**config.mk**
```make
export PLATFORM = sky130hd
export DESIGN_NAME = deser_stream_flat
export DESIGN_NICKNAME = d
export VERILOG_FILES = /design/src/rtl/deser_pkg.sv /design/src/rtl/deser_if.sv /design/src/rtl/deser_out_buf.sv /design/src/rtl/deser_stream.sv /design/src/flat_wrapper.sv
export SDC_FILE = /design/constraint.sdc
export NUM_CORES = 1
export LEC_CHECK = 0
export ABC_AREA = 1
export CAP_MARGIN = 20
export CORE_MARGIN = 2
export CORE_UTILIZATION = 47
export DETAILED_ROUTE_END_ITERATION = 12
export GPL_TIMING_DRIVEN = 0
export PLACE_DENSITY = 0.74
export SLEW_MARGIN = 10
export SYNTH_ARGS = -nofsm -noshare
export SYNTH_HDL_FRONTEND = slang
export SYNTH_SLANG_ARGS = --single-unit
```
**constraint.sdc**
```tcl
create_clock -name clk -period 1.3 [get_ports clk]
set_input_delay 0.195 -clock clk [delete_from_list [all_inputs] [get_ports clk]]
set_output_delay 0.195 -clock clk [all_outputs]
set_load 0.1 [all_outputs]
```
**src/rtl/deser_pkg.sv**
```systemverilog
`default_nettype none
// ----------------------------------------------------------------------------
// deser_pkg : shared state encoding and bit-position helper for deser_stream
// Revision  : 1.0
// ----------------------------------------------------------------------------
package deser_pkg;

    typedef enum logic [0:0] {
        IDLE  = 1'b0,
        SHIFT = 1'b1
    } state_e;

    // Position in the word that the sample at 'count' occupies.
    function automatic int unsigned bit_idx(input int unsigned count,
                                            input int unsigned width,
                                            input bit          lsb_first);
        return lsb_first ? count : (width - 1 - count);
    endfunction

endpackage
`default_nettype wire

```
**src/rtl/deser_if.sv**
```systemverilog
`default_nettype none
// ----------------------------------------------------------------------------
// deser_if : serial input, control and word-output signals of deser_stream
// Revision : 1.0
// ----------------------------------------------------------------------------
interface deser_if #(
    parameter int WIDTH = 8
);
    logic             start;
    logic             bit_valid;
    logic             data_in;
    logic             out_ready;
    logic             overrun_clr;
    logic [WIDTH-1:0] out_data;
    logic             out_valid;
    logic             busy;
    logic             frame_err;
    logic             overrun;

    modport master (
        output start, bit_valid, data_in, out_ready, overrun_clr,
        input  out_data, out_valid, busy, frame_err, overrun
    );

    modport slave (
        input  start, bit_valid, data_in, out_ready, overrun_clr,
        output out_data, out_valid, busy, frame_err, overrun
    );
endinterface
`default_nettype wire

```
**src/rtl/deser_out_buf.sv**
```systemverilog
`default_nettype none
// ----------------------------------------------------------------------------
// deser_out_buf : one-entry output holding register with sticky overrun flag
// Revision      : 1.0
// ----------------------------------------------------------------------------
module deser_out_buf #(
    parameter int WIDTH = 8
) (
    input  logic             clk,
    input  logic             rst,
    input  logic             load,
    input  logic [WIDTH-1:0] word,
    input  logic             out_ready,
    input  logic             overrun_clr,
    output logic [WIDTH-1:0] out_data,
    output logic             out_valid,
    output logic             overrun
);

    logic [WIDTH-1:0] r_data;
    logic             r_valid;
    logic             r_overrun;
    logic             w_transfer;
    logic             w_accept;

    assign w_transfer = r_valid & out_ready;
    // A slot is free if empty or being drained in this same cycle.
    assign w_accept   = ~r_valid | out_ready;

    always_ff @(posedge clk) begin
        if (rst) begin
            r_data    <= '0;
            r_valid   <= 1'b0;
            r_overrun <= 1'b0;
        end else begin
            if (load && w_accept) begin
                r_data  <= word;
                r_valid <= 1'b1;
            end else if (w_transfer) begin
                r_valid <= 1'b0;
            end

            if (load && !w_accept) begin
                r_overrun <= 1'b1;
            end else if (overrun_clr) begin
                r_overrun <= 1'b0;
            end
        end
    end

    assign out_data  = r_data;
    assign out_valid = r_valid;
    assign overrun   = r_overrun;

endmodule
`default_nettype wire

```
**src/rtl/deser_stream.sv**
```systemverilog
`default_nettype none
// ----------------------------------------------------------------------------
// deser_stream : start-qualified, gap-tolerant serial-to-parallel deserializer
// Revision     : 1.0
// ----------------------------------------------------------------------------
module deser_stream
    import deser_pkg::*;
#(
    parameter int WIDTH     = 8,
    parameter int LSB_FIRST = 1
) (
    input  logic    clk,
    input  logic    rst,
    deser_if.slave  bus
);

    localparam int CW = $clog2(WIDTH);

    state_e           r_state;
    state_e           w_state_nxt;
    logic [CW-1:0]    r_count;
    logic [CW-1:0]    w_count_nxt;
    logic [WIDTH-1:0] r_shift;
    logic [WIDTH-1:0] w_shift_nxt;
    logic [WIDTH-1:0] w_mask;
    logic             r_frame_err;
    logic             w_frame_err_nxt;
    logic             w_load;

    assign w_mask = {{(WIDTH-1){1'b0}}, 1'b1} << bit_idx(32'(r_count), WIDTH, LSB_FIRST != 0);

    always_comb begin
        w_state_nxt     = r_state;
        w_count_nxt     = r_count;
        w_shift_nxt     = r_shift;
        w_frame_err_nxt = 1'b0;
        w_load          = 1'b0;
        case (r_state)
            IDLE: begin
                if (bus.start) begin
                    w_state_nxt = SHIFT;
                    w_count_nxt = '0;
                end
            end
            SHIFT: begin
                if (bus.start) begin
                    w_count_nxt     = '0;
                    w_shift_nxt     = '0;
                    w_frame_err_nxt = 1'b1;
                end else if (bus.bit_valid) begin
                    w_shift_nxt = (r_shift & ~w_mask) | (bus.data_in ? w_mask : '0);
                    if (r_count == CW'(WIDTH - 1)) begin
                        w_state_nxt = IDLE;
                        w_count_nxt = '0;
                        w_load      = 1'b1;
                    end else begin
                        w_count_nxt = r_count + CW'(1);
                    end
                end
            end
            default: w_state_nxt = IDLE;
        endcase
    end

    always_ff @(posedge clk) begin
        if (rst) begin
            r_state     <= IDLE;
            r_count     <= '0;
            r_shift     <= '0;
            r_frame_err <= 1'b0;
        end else begin
            r_state     <= w_state_nxt;
            r_count     <= w_count_nxt;
            r_shift     <= w_shift_nxt;
            r_frame_err <= w_frame_err_nxt;
        end
    end

    // The completing bit is folded in combinationally so the word lands in
    // the buffer on the same edge that returns the FSM to IDLE.
    deser_out_buf #(
        .WIDTH (WIDTH)
    ) u_out_buf (
        .clk         (clk),
        .rst         (rst),
        .load        (w_load),
        .word        (w_shift_nxt),
        .out_ready   (bus.out_ready),
        .overrun_clr (bus.overrun_clr),
        .out_data    (bus.out_data),
        .out_valid   (bus.out_valid),
        .overrun     (bus.overrun)
    );

    assign bus.busy      = (r_state == SHIFT);
    assign bus.frame_err = r_frame_err;

endmodule
`default_nettype wire

```
**src/flat_wrapper.sv**
```systemverilog
// flat-port wrapper written by rule: the top's interface ports become plain ports
module deser_stream_flat import deser_pkg::*;
#(
    parameter int WIDTH     = 8,
    parameter int LSB_FIRST = 1
)
  (clk, rst, bus_start, bus_bit_valid, bus_data_in, bus_out_ready, bus_overrun_clr, bus_out_data, bus_out_valid, bus_busy, bus_frame_err, bus_overrun);
  deser_if #(.WIDTH(WIDTH)) bus_i ();
  input  logic clk;
  input  logic rst;
  input wire logic [$bits(bus_i.start)-1:0] bus_start;
  input wire logic [$bits(bus_i.bit_valid)-1:0] bus_bit_valid;
  input wire logic [$bits(bus_i.data_in)-1:0] bus_data_in;
  input wire logic [$bits(bus_i.out_ready)-1:0] bus_out_ready;
  input wire logic [$bits(bus_i.overrun_clr)-1:0] bus_overrun_clr;
  output wire logic [$bits(bus_i.out_data)-1:0] bus_out_data;
  output wire logic [$bits(bus_i.out_valid)-1:0] bus_out_valid;
  output wire logic [$bits(bus_i.busy)-1:0] bus_busy;
  output wire logic [$bits(bus_i.frame_err)-1:0] bus_frame_err;
  output wire logic [$bits(bus_i.overrun)-1:0] bus_overrun;
  assign bus_i.start = bus_start;
  assign bus_i.bit_valid = bus_bit_valid;
  assign bus_i.data_in = bus_data_in;
  assign bus_i.out_ready = bus_out_ready;
  assign bus_i.overrun_clr = bus_overrun_clr;
  assign bus_out_data = bus_i.out_data;
  assign bus_out_valid = bus_i.out_valid;
  assign bus_busy = bus_i.busy;
  assign bus_frame_err = bus_i.frame_err;
  assign bus_overrun = bus_i.overrun;
  deser_stream #(.WIDTH(WIDTH), .LSB_FIRST(LSB_FIRST)) u_core (.clk(clk), .rst(rst), .bus(bus_i));
endmodule
```
==> metrics.md <==
| Metric | Value |
|---|---|
| Status | complete, but fails checks |
| Violated checks | negative setup slack |
| GR Overflow Total | 0 |
| Core Box Area | between 2000 and 2500 um2 |
| Final Util | ~64% |
| DR vias | 1,139 |
| Seq. cell area | approximately 490 um2 |
| Critical Path Start | u_core.r_count[0] |
| P&R area growth vs syn | 32.6% |
| Worst rel slew slack | around 64% |
| Synth async-reset ratio | 0% |
| Vias in the first global route | 1,013 |
| Avg WL per Cell | ~12 um |
| PD cells | just under 800 nW/um2 |
| Leakage | just under 0.0007 uW |
| Worst slew pin tran | 546 ps |
| Syn Inst Count | approximately 170 |
| Setup Crit Path Kind | reg -> reg |
| Clock skew | between 0.9 and 1 ps |
| Hold Slack | 284 ps |
| Sequential element share of the synthesized area | 39.1% |
| Port buffer count | 17 |
| Iter 0 DRT Violations | 47 |
| Row count | 18 |
| Worst r2r dst | u_core.u_out_buf.out_data[6] |
| Worst path required time | between 1500 and 2000 ps |
| Antenna-violating nets left | 0 |
| Post-synth EDFFs | 0 |
| Die Y | about 54 um |
| Vias per inst | about 5 |
| CTS Root Cell | clkbuf_4 |
| Most frequent cell after synthesis | inv_1 |
| Clock Latency Late Sink | roughly 320 ps |
| Final max-slew violation count | 0 |
| Met3 wire length | 136 um |
| VDD IR max | approximately 600 uV |
| CP arrival | approximately 1600 ps |
| DRC | 0 |
| # IOs | 19 |
| FMAX | between 700 and 800 MHz |
| Top cell type by total area after synthesis | dfxtp_1 |
| Synth top area share | between 30% and 40% |
| Critical Path Max Stage Delay | 380 ps |
| Library cells used by synthesis | 21 |
| PnR worst setup slack | -49.7 ps |
| CTS tree | yes |
| Crit path max-delay cell type | dfxtp_2 |
| CTS H-tree lvls | 1 |
| Syn_nets | between 150 and 200 |
| Die footprint | 2920 um2 |
| Tcrit/Tclk final | 104% |
| Final count of hold timing violations | 0 |
| HP Class | in -> reg |
| Diodes inserted | 0 |
| Area taken by multi-input logic gates | 666 um2 |
| Min cycle time layout | ~1300 ps |
| FF-to-FF setup slack | -50 ps |
| Clk slew on worst S/H paths | ~130 ps |
| Final Instance Area | roughly 1600 um2 |
| WL met1 | between 1 and 1.5 mm |
| CP Capture Type | register |
| Synth Cell Area | about 1200 um2 |
| Synth cell count leaders | 33 x inv_1, 32 x nand2_1, 23 x dfxtp_1 |
| First-pass detailed-route iteration total | 4 |
| GPL Wtd Cong | about 0.87 |
| Initial Util | 48.4% |
| Yosys reg bits | 23 |
| Setup-failing EPs final | 7 |
| Crit Path Max Fanout | 8 |
| Crit path capture | u_core.u_out_buf.out_data[6] |
| Filler cells | 218 |
| CP Launch Type | register |
| Unrepaired setup endpoints after global routing | true |
| Clock sink count | 23 |
| Ys flop type | dfxtp_1 |
| Syn_area_per_cell | 7.04 um2 |
| Initial antenna violation count | 0 |
| Dpl hpwl | approximately 1.7 mm |
| Top cells by area, synth | dfxtp_1 39%, inv_1 11%, nand2_1 10% |
| Layout cells sized above 1 | 30.1% |
| Placed Area | 1420 um2 |
| Global router's overall resource usage | 20.6% |
| MaxCap Viol Count | 0 |
| Pin count of the biggest net entering global routing | 14 |
| YS warnings | 0 |
| Reg-to-reg critical path startpoint | u_core.r_count[0] |
| Num CTS Buffers | 3 |
| WL final | between 2 and 3 mm |
| Nets | approximately 210 |
| Cell breakdown of the critical path | ha_4, ha_4, nand2_4, nor2_4, nand2_4, inv_8, nand3_1, nand2_1, inv_1 |
| R2R cell count | 9 |
| Met2 Routed Length | about 1.4 mm |
| First-pass GRT wire length | 4.34 mm |
| Clock Path Buffers | 2 |
| Top sig layer | met4 |
| Die extent in x | ~54 um |
-- how the worst min path moves through the flow --
stage                                     to                startpoint  depth (start not counted)
finish                       u_core.bus.busy                 bus_start                          3
global route                 u_core.bus.busy                 bus_start                          3
CTS                          u_core.bus.busy             bus_bit_valid                          4
detailed placement  u_core.u_out_buf.overrun  u_core.u_out_buf.overrun                          2
global placement    u_core.u_out_buf.overrun  u_core.u_out_buf.overrun                          2
floorplan                  u_core.r_count[1]                 bus_start                          1
-- timing repair --
action                     in CTS  in global routing
setup endpoints to repair      21                 28
gates resized for setup        72                 28
hold endpoints to repair        0                  0
pin swaps                       4                  6
setup buffers                   3                  1
hold buffers                    0                  0
gates cloned                    1                  0
-- final cells by class --
cell class | count | share of cell area [%]
clock inverters | 1 | 0.321
inverters | 36 | 9.31
clock buffers | 3 | 1.44
well taps | 30 | 2.41
flip-flops and latches | 23 | 31.1
multi-input cells | 104 | 42.7
repair buffers | 21 | 10.9
plain buffers | 5 | 1.77
-- power breakdown --
part | internal (uW) | total [uW] | leakage (uW) | switching [uW]
sequential | 706 | 715 | 0.000193 | 8.89
combinational | 46.6 | 145 | 0.000467 | 98.6
clock | 115 | 345 | 0.0000177 | 229
total | 868 | 1200 | 0.000677 | 337
-- placed cells by master, fill, tap and decap left out, drive strengths merged --
cell type       n
a21oi          19
buf            10
clkbuf         14
clkdlybuf4s50   4
clkinv          1
dfxtp          23
dlymetal6s2s    1
ha              7
inv            36
nand2          34
nand3          22
nand3b          1
nand4           7
nor2           10
nor4            1
o21ai           3
-- metal layers --
metal | vias to the layer above | track usage, %
met4 | 0 | 8.33
met3 | 5 | 3.33
li1 | 584 | -
met2 | 34 | 36.0
met5 | - | 0
met1 | 516 | 25.0
-- stage by stage --
stage               setup WS, ps  total power, uW  cells  setup TNS (ps)
finish                     -49.7             1200    223            -266
detailed placement          -405              863    214           -7970
global placement            -407              860    214           -7770
global route                -122             1260    223            -918
floorplan                   21.2              818    167               0
CTS                        -49.6             1210    222            -290
-- state kept, by name, summed over array words and instances (netlist names) --
register and count:
u_core.r_shift 8, u_core.u_out_buf.out_data 8, u_core.r_count 3, u_core.bus.busy 1
u_core.bus.frame_err 1, u_core.u_out_buf.out_valid 1, u_core.u_out_buf.overrun 1
-- logic make-up after synthesis --
kind of cell / synth area share (%)
DFF: 39.1
adders and majority gates: 7.45
and+or+nand+nor: 30.2
buffers and inverters: 13.8
AOI/OAI and AO/OA: 9.36
-- critical path, delay by kind of cell, from the launching register on --
| family | cells | cell delay (ps) |
|---|---|---|
| flip-flops | 1 | 380 |
| adder cells (fa/ha/maj) | 2 | 300 |
| buffers and inverters | 2 | 140 |
| AND/OR/NAND/NOR | 5 | 440 |
No activity file was read; power rests on OpenSTA's default activity.
